**config.mk**
```make
export PLATFORM = sky130hd
export DESIGN_NAME = ball_overlay_multi_flat
export DESIGN_NICKNAME = d
export VERILOG_FILES = /design/src/rtl/ball_overlay_multi_if.sv /design/src/rtl/ball_overlay_multi.sv /design/src/flat_wrapper.sv
export SDC_FILE = /design/constraint.sdc
export NUM_CORES = 1
export LEC_CHECK = 0
export CAP_MARGIN = 20
export CORE_ASPECT_RATIO = 1.25
export CORE_MARGIN = 1
export CORE_UTILIZATION = 45
export CTS_BUF_LIST = sky130_fd_sc_hd__clkbuf_16
export DETAILED_ROUTE_END_ITERATION = 10
export PLACE_DENSITY_LB_ADDON = 0.2
export SYNTH_ARGS = -nofsm -noshare
export SYNTH_HDL_FRONTEND = slang
export SYNTH_SLANG_ARGS = --single-unit
```
**constraint.sdc**
```tcl
create_clock -name clk -period 8.3 [get_ports clk]
set_clock_uncertainty 0.15 [all_clocks]
set_input_delay 0.83 -clock clk [delete_from_list [all_inputs] [get_ports clk]]
set_output_delay 0.83 -clock clk [all_outputs]
set_load 0.1 [all_outputs]
```
**src/rtl/ball_overlay_multi_if.sv**
```systemverilog
// Pixel stream interface for ball_overlay_multi.
// The master drives the input pixel (valid/row/col/colour); the slave (the
// overlay) returns the delayed, overlaid pixel and the per-ball hit flags.
interface ball_overlay_multi_if #(
  parameter int NUM_BALLS = 2,
  parameter int CW        = 13,
  parameter int PW        = 24
);
  logic                 in_valid;
  logic [CW-1:0]        in_row;
  logic [CW-1:0]        in_col;
  logic [PW-1:0]        in_rgb;
  logic                 out_valid;
  logic [PW-1:0]        out_rgb;
  logic [NUM_BALLS-1:0] out_hit;

  modport master (
    output in_valid, in_row, in_col, in_rgb,
    input  out_valid, out_rgb, out_hit
  );

  modport slave (
    input  in_valid, in_row, in_col, in_rgb,
    output out_valid, out_rgb, out_hit
  );
endinterface

```
**src/rtl/ball_overlay_multi.sv**
```systemverilog
// Multi-ball circular marker overlay on a raster pixel stream.
// Each pixel is tested against NUM_BALLS circles; the lowest-index hitting
// ball replaces the pixel colour. Ball configuration is shadow-latched on
// frame_start so that tracker updates never tear a frame.
// Optional: define BALL_OVERLAY_RING_EN to draw annuli (ring_width_in port,
// one extra pipeline stage, latency 4). Default build: filled disks, latency 3.
module ball_overlay_multi #(
  parameter int NUM_BALLS = 2,
  parameter int CW        = 13,
  parameter int RW        = 6,
  parameter int PW        = 24
) (
  input  logic                    clk,
  input  logic                    reset_n,
  input  logic                    frame_start,
  input  logic [NUM_BALLS*CW-1:0] ball_row_in,
  input  logic [NUM_BALLS*CW-1:0] ball_col_in,
  input  logic [NUM_BALLS-1:0]    ball_en_in,
  input  logic [NUM_BALLS*PW-1:0] ball_rgb_in,
  input  logic [RW-1:0]           radius_in,
`ifdef BALL_OVERLAY_RING_EN
  input  logic [RW-1:0]           ring_width_in,
`endif
  ball_overlay_multi_if.slave     pix
);

  localparam int D2W = 2*RW + 1;
  localparam int R2W = 2*RW;

  // Shadow configuration, applied from the pixel after frame_start onward
  logic [NUM_BALLS*CW-1:0] sh_row_q;
  logic [NUM_BALLS*CW-1:0] sh_col_q;
  logic [NUM_BALLS-1:0]    sh_en_q;
  logic [NUM_BALLS*PW-1:0] sh_rgb_q;
  logic [RW-1:0]           sh_rad_q;
`ifdef BALL_OVERLAY_RING_EN
  logic [RW-1:0]           sh_ring_q;
`endif

  // Shadow latch: cleared on reset so the overlay stays off until a frame_start
  always_ff @(posedge clk) begin
    if (!reset_n) begin
      sh_row_q  <= '0;
      sh_col_q  <= '0;
      sh_en_q   <= '0;
      sh_rgb_q  <= '0;
      sh_rad_q  <= '0;
`ifdef BALL_OVERLAY_RING_EN
      sh_ring_q <= '0;
`endif
    end else if (frame_start) begin
      sh_row_q  <= ball_row_in;
      sh_col_q  <= ball_col_in;
      sh_en_q   <= ball_en_in;
      sh_rgb_q  <= ball_rgb_in;
      sh_rad_q  <= radius_in;
`ifdef BALL_OVERLAY_RING_EN
      sh_ring_q <= ring_width_in;
`endif
    end
  end

  // ---------------- Stage 1: per-channel distance magnitudes ----------------
  logic [NUM_BALLS-1:0][RW-1:0] adx_d, ady_d;
  logic [NUM_BALLS-1:0]         near_d;
  logic [R2W-1:0]               r2_d;

  for (genvar g = 0; g < NUM_BALLS; g++) begin : g_s1
    logic [CW:0]   dx, dy;
    logic [CW-1:0] adx, ady;
    // Widen by one bit so centres near 0 / 2^CW-1 never wrap around
    assign dx  = {1'b0, pix.in_col} - {1'b0, sh_col_q[g*CW +: CW]};
    assign dy  = {1'b0, pix.in_row} - {1'b0, sh_row_q[g*CW +: CW]};
    assign adx = dx[CW] ? (~dx[CW-1:0] + CW'(1)) : dx[CW-1:0];
    assign ady = dy[CW] ? (~dy[CW-1:0] + CW'(1)) : dy[CW-1:0];
    // Enable is folded into near so later stages need no config copy
    assign near_d[g] = sh_en_q[g] && (adx <= CW'(sh_rad_q)) && (ady <= CW'(sh_rad_q));
    // Once near holds, both magnitudes fit in RW bits
    assign adx_d[g] = adx[RW-1:0];
    assign ady_d[g] = ady[RW-1:0];
  end

  assign r2_d = R2W'(sh_rad_q) * R2W'(sh_rad_q);

  logic                         s1_vld_q;
  logic [PW-1:0]                s1_rgb_q;
  logic [NUM_BALLS-1:0][RW-1:0] s1_adx_q, s1_ady_q;
  logic [NUM_BALLS-1:0]         s1_near_q;
  logic [R2W-1:0]               s1_r2_q;
  logic [NUM_BALLS*PW-1:0]      s1_brgb_q;
`ifdef BALL_OVERLAY_RING_EN
  logic [RW-1:0]                inner_d;
  logic [R2W-1:0]               s1_ri2_q;
  assign inner_d = (sh_ring_q >= sh_rad_q) ? '0 : (sh_rad_q - sh_ring_q);
`endif

  // Stage 1 register; radius^2 and colours travel with the pixel
  always_ff @(posedge clk) begin
    if (!reset_n) begin
      s1_vld_q  <= 1'b0;
      s1_rgb_q  <= '0;
      s1_adx_q  <= '0;
      s1_ady_q  <= '0;
      s1_near_q <= '0;
      s1_r2_q   <= '0;
      s1_brgb_q <= '0;
`ifdef BALL_OVERLAY_RING_EN
      s1_ri2_q  <= '0;
`endif
    end else begin
      s1_vld_q  <= pix.in_valid;
      s1_rgb_q  <= pix.in_rgb;
      s1_adx_q  <= adx_d;
      s1_ady_q  <= ady_d;
      s1_near_q <= near_d;
      s1_r2_q   <= r2_d;
      s1_brgb_q <= sh_rgb_q;
`ifdef BALL_OVERLAY_RING_EN
      s1_ri2_q  <= R2W'(inner_d) * R2W'(inner_d);
`endif
    end
  end

  // ---------------- Stage 2: squared distance and outer compare ----------------
  logic [NUM_BALLS-1:0][D2W-1:0] d2_d;
  logic [NUM_BALLS-1:0]          outer_d;

  for (genvar g = 0; g < NUM_BALLS; g++) begin : g_s2
    assign d2_d[g] = D2W'(s1_adx_q[g]) * D2W'(s1_adx_q[g])
                   + D2W'(s1_ady_q[g]) * D2W'(s1_ady_q[g]);
    // Strict compare: radius 0 can never hit
    assign outer_d[g] = s1_near_q[g] && (d2_d[g] < D2W'(s1_r2_q));
  end

  // Final pre-output stage: hit vector plus what the output mux needs
  logic                    hv_vld_q;
  logic [PW-1:0]           hv_rgb_q;
  logic [NUM_BALLS-1:0]    hv_hit_q;
  logic [NUM_BALLS*PW-1:0] hv_brgb_q;

`ifdef BALL_OVERLAY_RING_EN
  logic                          s2_vld_q;
  logic [PW-1:0]                 s2_rgb_q;
  logic [NUM_BALLS-1:0][D2W-1:0] s2_d2_q;
  logic [NUM_BALLS-1:0]          s2_outer_q;
  logic [R2W-1:0]                s2_ri2_q;
  logic [NUM_BALLS*PW-1:0]       s2_brgb_q;
  logic [NUM_BALLS-1:0]          ring_hit_d;

  // Stage 2 register (ring build): inner compare is deferred one cycle
  always_ff @(posedge clk) begin
    if (!reset_n) begin
      s2_vld_q   <= 1'b0;
      s2_rgb_q   <= '0;
      s2_d2_q    <= '0;
      s2_outer_q <= '0;
      s2_ri2_q   <= '0;
      s2_brgb_q  <= '0;
    end else begin
      s2_vld_q   <= s1_vld_q;
      s2_rgb_q   <= s1_rgb_q;
      s2_d2_q    <= d2_d;
      s2_outer_q <= outer_d;
      s2_ri2_q   <= s1_ri2_q;
      s2_brgb_q  <= s1_brgb_q;
    end
  end

  for (genvar g = 0; g < NUM_BALLS; g++) begin : g_s3
    assign ring_hit_d[g] = s2_outer_q[g] && (s2_d2_q[g] >= D2W'(s2_ri2_q));
  end

  // Stage 3 register (ring build): annulus hit vector
  always_ff @(posedge clk) begin
    if (!reset_n) begin
      hv_vld_q  <= 1'b0;
      hv_rgb_q  <= '0;
      hv_hit_q  <= '0;
      hv_brgb_q <= '0;
    end else begin
      hv_vld_q  <= s2_vld_q;
      hv_rgb_q  <= s2_rgb_q;
      hv_hit_q  <= ring_hit_d;
      hv_brgb_q <= s2_brgb_q;
    end
  end
`else
  // Stage 2 register: filled-disk hit vector
  always_ff @(posedge clk) begin
    if (!reset_n) begin
      hv_vld_q  <= 1'b0;
      hv_rgb_q  <= '0;
      hv_hit_q  <= '0;
      hv_brgb_q <= '0;
    end else begin
      hv_vld_q  <= s1_vld_q;
      hv_rgb_q  <= s1_rgb_q;
      hv_hit_q  <= outer_d;
      hv_brgb_q <= s1_brgb_q;
    end
  end
`endif

  // ---------------- Output stage: priority colour select ----------------
  logic [PW-1:0] sel_rgb_d;

  // Lowest-index hitting ball wins, so scan from the top down
  always_comb begin
    sel_rgb_d = hv_rgb_q;
    for (int i = NUM_BALLS-1; i >= 0; i--) begin
      if (hv_hit_q[i]) sel_rgb_d = hv_brgb_q[i*PW +: PW];
    end
  end

  logic                 out_vld_q;
  logic [PW-1:0]        out_rgb_q;
  logic [NUM_BALLS-1:0] out_hit_q;

  // Output register; colour and flags hold across bubbles
  always_ff @(posedge clk) begin
    if (!reset_n) begin
      out_vld_q <= 1'b0;
      out_rgb_q <= '0;
      out_hit_q <= '0;
    end else begin
      out_vld_q <= hv_vld_q;
      if (hv_vld_q) begin
        out_rgb_q <= sel_rgb_d;
        out_hit_q <= hv_hit_q;
      end
    end
  end

  assign pix.out_valid = out_vld_q;
  assign pix.out_rgb   = out_rgb_q;
  assign pix.out_hit   = out_hit_q;

endmodule

```
**src/flat_wrapper.sv**
```systemverilog
// flat-port wrapper written by rule: the top's interface ports become plain ports
module ball_overlay_multi_flat 
#(
  parameter int NUM_BALLS = 2,
  parameter int CW        = 13,
  parameter int RW        = 6,
  parameter int PW        = 24
)
  (clk, reset_n, frame_start, ball_row_in, ball_col_in, ball_en_in, ball_rgb_in, radius_in, pix_in_valid, pix_in_row, pix_in_col, pix_in_rgb, pix_out_valid, pix_out_rgb, pix_out_hit);
  ball_overlay_multi_if #(.NUM_BALLS(NUM_BALLS), .CW(CW), .PW(PW)) pix_i ();
  input  logic clk;
  input  logic reset_n;
  input  logic frame_start;
  input  logic [NUM_BALLS*CW-1:0] ball_row_in;
  input  logic [NUM_BALLS*CW-1:0] ball_col_in;
  input  logic [NUM_BALLS-1:0] ball_en_in;
  input  logic [NUM_BALLS*PW-1:0] ball_rgb_in;
  input  logic [RW-1:0] radius_in;
  input wire logic [$bits(pix_i.in_valid)-1:0] pix_in_valid;
  input wire logic [$bits(pix_i.in_row)-1:0] pix_in_row;
  input wire logic [$bits(pix_i.in_col)-1:0] pix_in_col;
  input wire logic [$bits(pix_i.in_rgb)-1:0] pix_in_rgb;
  output wire logic [$bits(pix_i.out_valid)-1:0] pix_out_valid;
  output wire logic [$bits(pix_i.out_rgb)-1:0] pix_out_rgb;
  output wire logic [$bits(pix_i.out_hit)-1:0] pix_out_hit;
  assign pix_i.in_valid = pix_in_valid;
  assign pix_i.in_row = pix_in_row;
  assign pix_i.in_col = pix_in_col;
  assign pix_i.in_rgb = pix_in_rgb;
  assign pix_out_valid = pix_i.out_valid;
  assign pix_out_rgb = pix_i.out_rgb;
  assign pix_out_hit = pix_i.out_hit;
  ball_overlay_multi #(.NUM_BALLS(NUM_BALLS), .CW(CW), .RW(RW), .PW(PW)) u_core (.clk(clk), .reset_n(reset_n), .frame_start(frame_start), .ball_row_in(ball_row_in), .ball_col_in(ball_col_in), .ball_en_in(ball_en_in), .ball_rgb_in(ball_rgb_in), .radius_in(radius_in), .pix(pix_i));
endmodule
```
=== Yosys cells after proc, flatten, opt, wreduce, memory -nomap -nowiden ===
Index checks and enable logic that the tools add are counted.

* Add/sub/neg operators: 10
* Multipliers: 5
* Div/mod/pow operators: 0
* Magnitude comparators: 6
* Equal/unequal tests: 0
* Shifts and indexed selects: 0
* Muxes and demuxes: 6
* Bitwise operators: 4
* Reduce and logical (&&, ||, !) cells: 6

{| class="wikitable"
|+ Operators by type and width
! operator !! number
|-
| 6-bit by 6-bit multiplier with 12-bit output || 5
|-
| 13-bit by 13-bit subtractor with 14-bit output || 4
|-
| 13-bit by 1-bit adder with 13-bit output, second input constant || 4
|-
| 13-bit by 6-bit less-or-equal comparator with 1-bit output || 4
|-
| 13-bit two-way mux || 4
|-
| 13-bit NOT || 4
|-
| 24-bit two-way mux || 2
|-
| 12-bit by 12-bit adder with 13-bit output || 2
|-
| 13-bit by 12-bit < comparator with 1-bit output || 2
|-
| 1-bit logical AND || 6
|}

* Register bits after elaboration: 321
* Bits in latches: 0
* Memory bits (writable): 0
* Memory bits (read-only): 0
* Input port bits: 162
* Word-level logic and storage cells: 58
* Memories kept: 0

=== Logic depth before layout (Yosys ltp) ===
* Word-level depth: 7
* Gate-level depth with buffers: 23

=== Least setup slack after synthesis ===
No wires, ideal clock.

* Path kind: flip-flop to flip-flop
* From: register u_core.s1_ady_q[3] in the netlist's numbering
* To: register u_core.hv_hit_q[0]
* Data arrival time: 5.427 ns
* Data required time: 8.064 ns
* Path slack: 2.637 ns
* Stages on the path, launching flop included: 22
* Path through: dfxtp_1 -> clkbuf_1 -> nand2_1 -> fa_1 -> fa_1 -> inv_1 -> fa_1 -> inv_1 -> fa_1 -> fa_1 -> inv_1 -> ha_1 -> a21o_1 -> a21oi_1 -> o21ai_0 -> a21oi_1 -> xnor2_1 -> ha_1 -> a21o_1 -> a31o_2 -> a21o_1 -> a211oi_1

* Longest elaborated chain between the ends: 4

{| class="wikitable"
|+ RTL lines
! item !! line !! source
|-
| start, declared || ball_overlay_multi.sv:87 || <nowiki>logic [NUM_BALLS-1:0][RW-1:0] s1_adx_q, s1_ady_q;</nowiki>
|-
| start signal, assigned || ball_overlay_multi.sv:114 || <nowiki>s1_ady_q <= ady_d;</nowiki>
|-
| 6-bit by 6-bit multiplier with 12-bit output || ball_overlay_multi.sv:130 || <nowiki>+ D2W'(s1_ady_q[g]) * D2W'(s1_ady_q[g]);</nowiki>
|-
| 12-bit by 12-bit adder with 13-bit output || ball_overlay_multi.sv:130 ||
|-
| 13-bit by 12-bit < comparator with 1-bit output || ball_overlay_multi.sv:132 || <nowiki>assign outer_d[g] = s1_near_q[g] && (d2_d[g] < D2W'(s1_r2_q));</nowiki>
|-
| 1-bit logical AND || ball_overlay_multi.sv:132 ||
|-
| end signal, assigned || ball_overlay_multi.sv:198 || <nowiki>hv_hit_q <= outer_d;</nowiki>
|-
| end, declared || ball_overlay_multi.sv:138 || <nowiki>logic [NUM_BALLS-1:0] hv_hit_q;</nowiki>
|}

No other way between the ends.
A chain may end at the register's enable or synchronous reset.

=== Worst setup path in the final report ===
Same ends and word-level chain as after synthesis.

==> results.py <==
metrics = {
    "worst_setup_path": {
        "cp-end-kind": "flip-flop",
        "critPathBufInv": 3,
        "cp_max_fo": 9,
        "required_ns": 8.59,
        "cpMostUsedCell": "fa_1",
        "slowest_stage": "fa_1",
        "startpoint_type": "flip-flop",
        "crit_chain": "nand2_1, fa_1, fa_1, inv_1, fa_1, inv_1, fa_1, fa_1, inv_1, ha_1, a21o_1, a21oi_1, o21ai_0, a21oi_1, xnor2_1, ha_1, a21o_1, a31o_2, a21o_1, a211oi_1",
        "crit_type": "flip-flop to flip-flop",
        "max_stage_delay_ns": 0.62,
        "worstPathArrival_ns": 6.20,
        "crit_family": "adder cells",
    },
    "cells_and_area": {
        "layout.nets": 2606,
        "fin_util_pct": 54.09,
        "area_growth_pct": 18.26,
        "final_common_cell": "dfxtp_1",
        "final_cell_mix": "dfxtp_1, inv_1, and2_1, clkdlybuf4s50_1, ha_1",
        "drive_above_1_share_pct": 4.272,
        "num-fill-cells": 3813,
    },
    "clock_tree": {
        "cts_root_buf": "clkbuf_16",
        "holdBufCountCts": 0,
        "cts_resized": 0,
        "cts_htree_levels": 2,
        "cts_buffer_depth": 3,
        "cts_sinks": 320,
        "clk_latency_ns": 0.53,
        "tritoncts": "built",
        "cts_setup_buffers": 0,
        "clk_pin_slew_ns": 0.06,
        "cts_inserted_buffers": 36,
    },
    "routing": {
        "drtIter0Drc": 451,
        "routedWlPerCell_um": 15.87,
        "vias": 13720,
        "first_pass_iters": 5,
        "wl_mm": 44.20,
        "post-route-drc-count": 0,
        "ant_nets": 0,
        "viasPerCell": 4.926,
    },
    "synthesis": {
        "netlist-cell-type-count": 90,
        "ys_ff_latch": 320,
        "synth_ff_type": "dfxtp_1",
        "synthArstFlopShare_pct": 0,
        "ys_warn_count": 0,
        "syn_nets": 2443,
        "syn_avg_cell_area_um2": 9.476,
        "synth_edf_count": 0,
        "synth_top_area_share_pct": 33.24,
        "synth_area_leader_cell": "dfxtp_1",
        "netlist_area_um2": 19270,
        "yosysSeqAreaShare_pct": 33.24,
        "netlist_top_cells_area": "dfxtp_1, ha_1, fa_1",
        "synth_cells": 2034,
    },
    "power": {
        "vdd_drop_max_mv": 0.1559,
        "leakage_uw": 0.009819,
        "p_int_uw": 3396,
        "power_frac_clock_pct": 30.3,
        "swShare_pct": 33.71,
        "cellPowerDensity_nw_per_um2": 224.8,
        "pwr-share-seq_pct": 32.8,
        "switchingPower_uw": 1727,
        "combPwrFrac_pct": 36.8,
    },
    "floorplanning": {
        "row_count": 84,
        "die_h_um": 233.4,
        "core_um2": 42150,
        "io-pin-count": 189,
        "die_area_um2": 43670,
        "initial_core_util_pct": 45.73,
        "die_w_um": 187.1,
    },
    "timing": {
        "hold_viol_final": 0,
        "setup_viol": 0,
        "rsz0062_at_grt": "no",
        "finalSetupTns_ns": 0,
        "relSlewSlack_pct": 25.79,
        "fin_ws_ns": 2.392,
        "drv_slew": 0,
        "fin_crit_sh_pct": 71.18,
        "fin_crit_ns": 5.908,
        "fmax_mhz": 169.3,
        "worst_slew_pin_slew_ns": 1.113,
    },
    "global_route": {
        "antenna_found_initial": 4,
        "grt-ovfl-total": 0,
        "grt_max_degree": 145,
        "grt_use_total_pct": 20.37,
        "grt_pass1_wl_mm": 71.05,
        "grt_pass1_vias": 14010,
    },
    "job": {
        "timing.max_cap.violations": 0,
    },
    "outcome": {
        "outcome": "completed",
    },
    "place": {
        "portBuffers": 188,
        "dp_slack_ns": 2.174,
        "gp_congestion": 0.9165,
        "dp_hpwl_mm": 34.25,
    },
    "worst_hold_path": {
        "hold_path_class": "flip-flop to flip-flop",
    },
}
==> power by group through the flow <==
stage               Sequential, µW  Clock [µW]  Combinational, µW
floorplan                     1700           0               1440
global placement              1710           0               1850
detailed placement            1720           0               1910
CTS                           1680        1610               1920
global route                  1690        1660               2180
finish                        1680        1550               1890
==> state kept, by name (all words and copies together), names as in the netlist, 2 cells and up <==
signal              flops
u_core.hv_brgb_q       48
u_core.s1_brgb_q       48
u_core.sh_rgb_q        48
u_core.sh_col_q        26
u_core.sh_row_q        26
u_core.hv_rgb_q        24
u_core.pix.out_rgb     24
u_core.s1_rgb_q        24
u_core.s1_adx_q        12
u_core.s1_ady_q        12
u_core.s1_r2_q         11
u_core.sh_rad_q         6
u_core.hv_hit_q         2
u_core.pix.out_hit      2
u_core.s1_near_q        2
u_core.sh_en_q          2
==> through the flow <==
step	instance area [µm²]	hold slack, ns	cells	power, µW
2_1_floorplan	19270	0.2619	2034	3145
3_3_place_gp	21640	0.2629	2718	3559
3_5_place_dp	21640	0.2669	2718	3623
4_1_cts	22790	0.2697	2783	5205
5_1_grt	22790	0.2822	2783	5538
6_report	22790	0.2807	2785	5123
==> area by class of cell <==
cell class / instances / area (µm²) / share of cell area (%)
diodes: 2 / 5.005 / 0.02196
clock buffers: 36 / 900.9 / 3.952
clock inverters: 29 / 249.0 / 1.092
inverters: 228 / 855.8 / 3.755
multi-input cells: 1418 / 11750 / 51.56
flip-flops and latches: 320 / 6409 / 28.12
well taps: 559 / 699.4 / 3.068
repair buffers: 193 / 1922 / 8.431
==> worst paths after layout <==
| path | depth (start not counted) | slack, ns | start | end |
|---|---|---|---|---|
| max | 20 | 2.39 | u_core.s1_ady_q[3] | u_core.hv_hit_q[0] |
| max reg2reg | 20 | 2.39 | u_core.s1_ady_q[3] | u_core.hv_hit_q[0] |
| min | 1 | 0.28 | u_core.s1_brgb_q[40] | u_core.hv_brgb_q[40] |
| min reg2reg | 1 | 0.28 | u_core.s1_brgb_q[40] | u_core.hv_brgb_q[40] |
==> logic make-up after synthesis <==
family,share of synthesized area (%)
compound gates,9.958
xor+xnor,4.038
fa+ha+maj,19.23
buf+inv,5.784
flops,33.24
mux,8.653
simple gates,19.10
==> routing by layer <==
layer	vias up	wire length [µm]	GRT usage (%)
li1	7051	-	-
met1	6366	19850	25.02
met2	209	21310	35.90
met3	84	1703	3.486
met4	8	1280	6.890
met5	-	56	0
==> cell usage after synthesis, types with 11 or more instances <==
cell type and instances:
and2_1 225, clkbuf_1 54, fa_1 82, o21ai_0 62
a21o_1 27, xor2_1 26, inv_1 228, o21bai_1 14
nor3_1 18, ha_1 165, xnor2_1 61, a21oi_1 56
o21a_1 12, nand2b_1 15, nor2b_1 162, mux2i_1 161
nand2_1 92, buf_1 11, o211ai_1 15, nand3_1 18
dfxtp_1 320, nor2_1 56
Note: power is estimated with default switching activity, not from simulation.
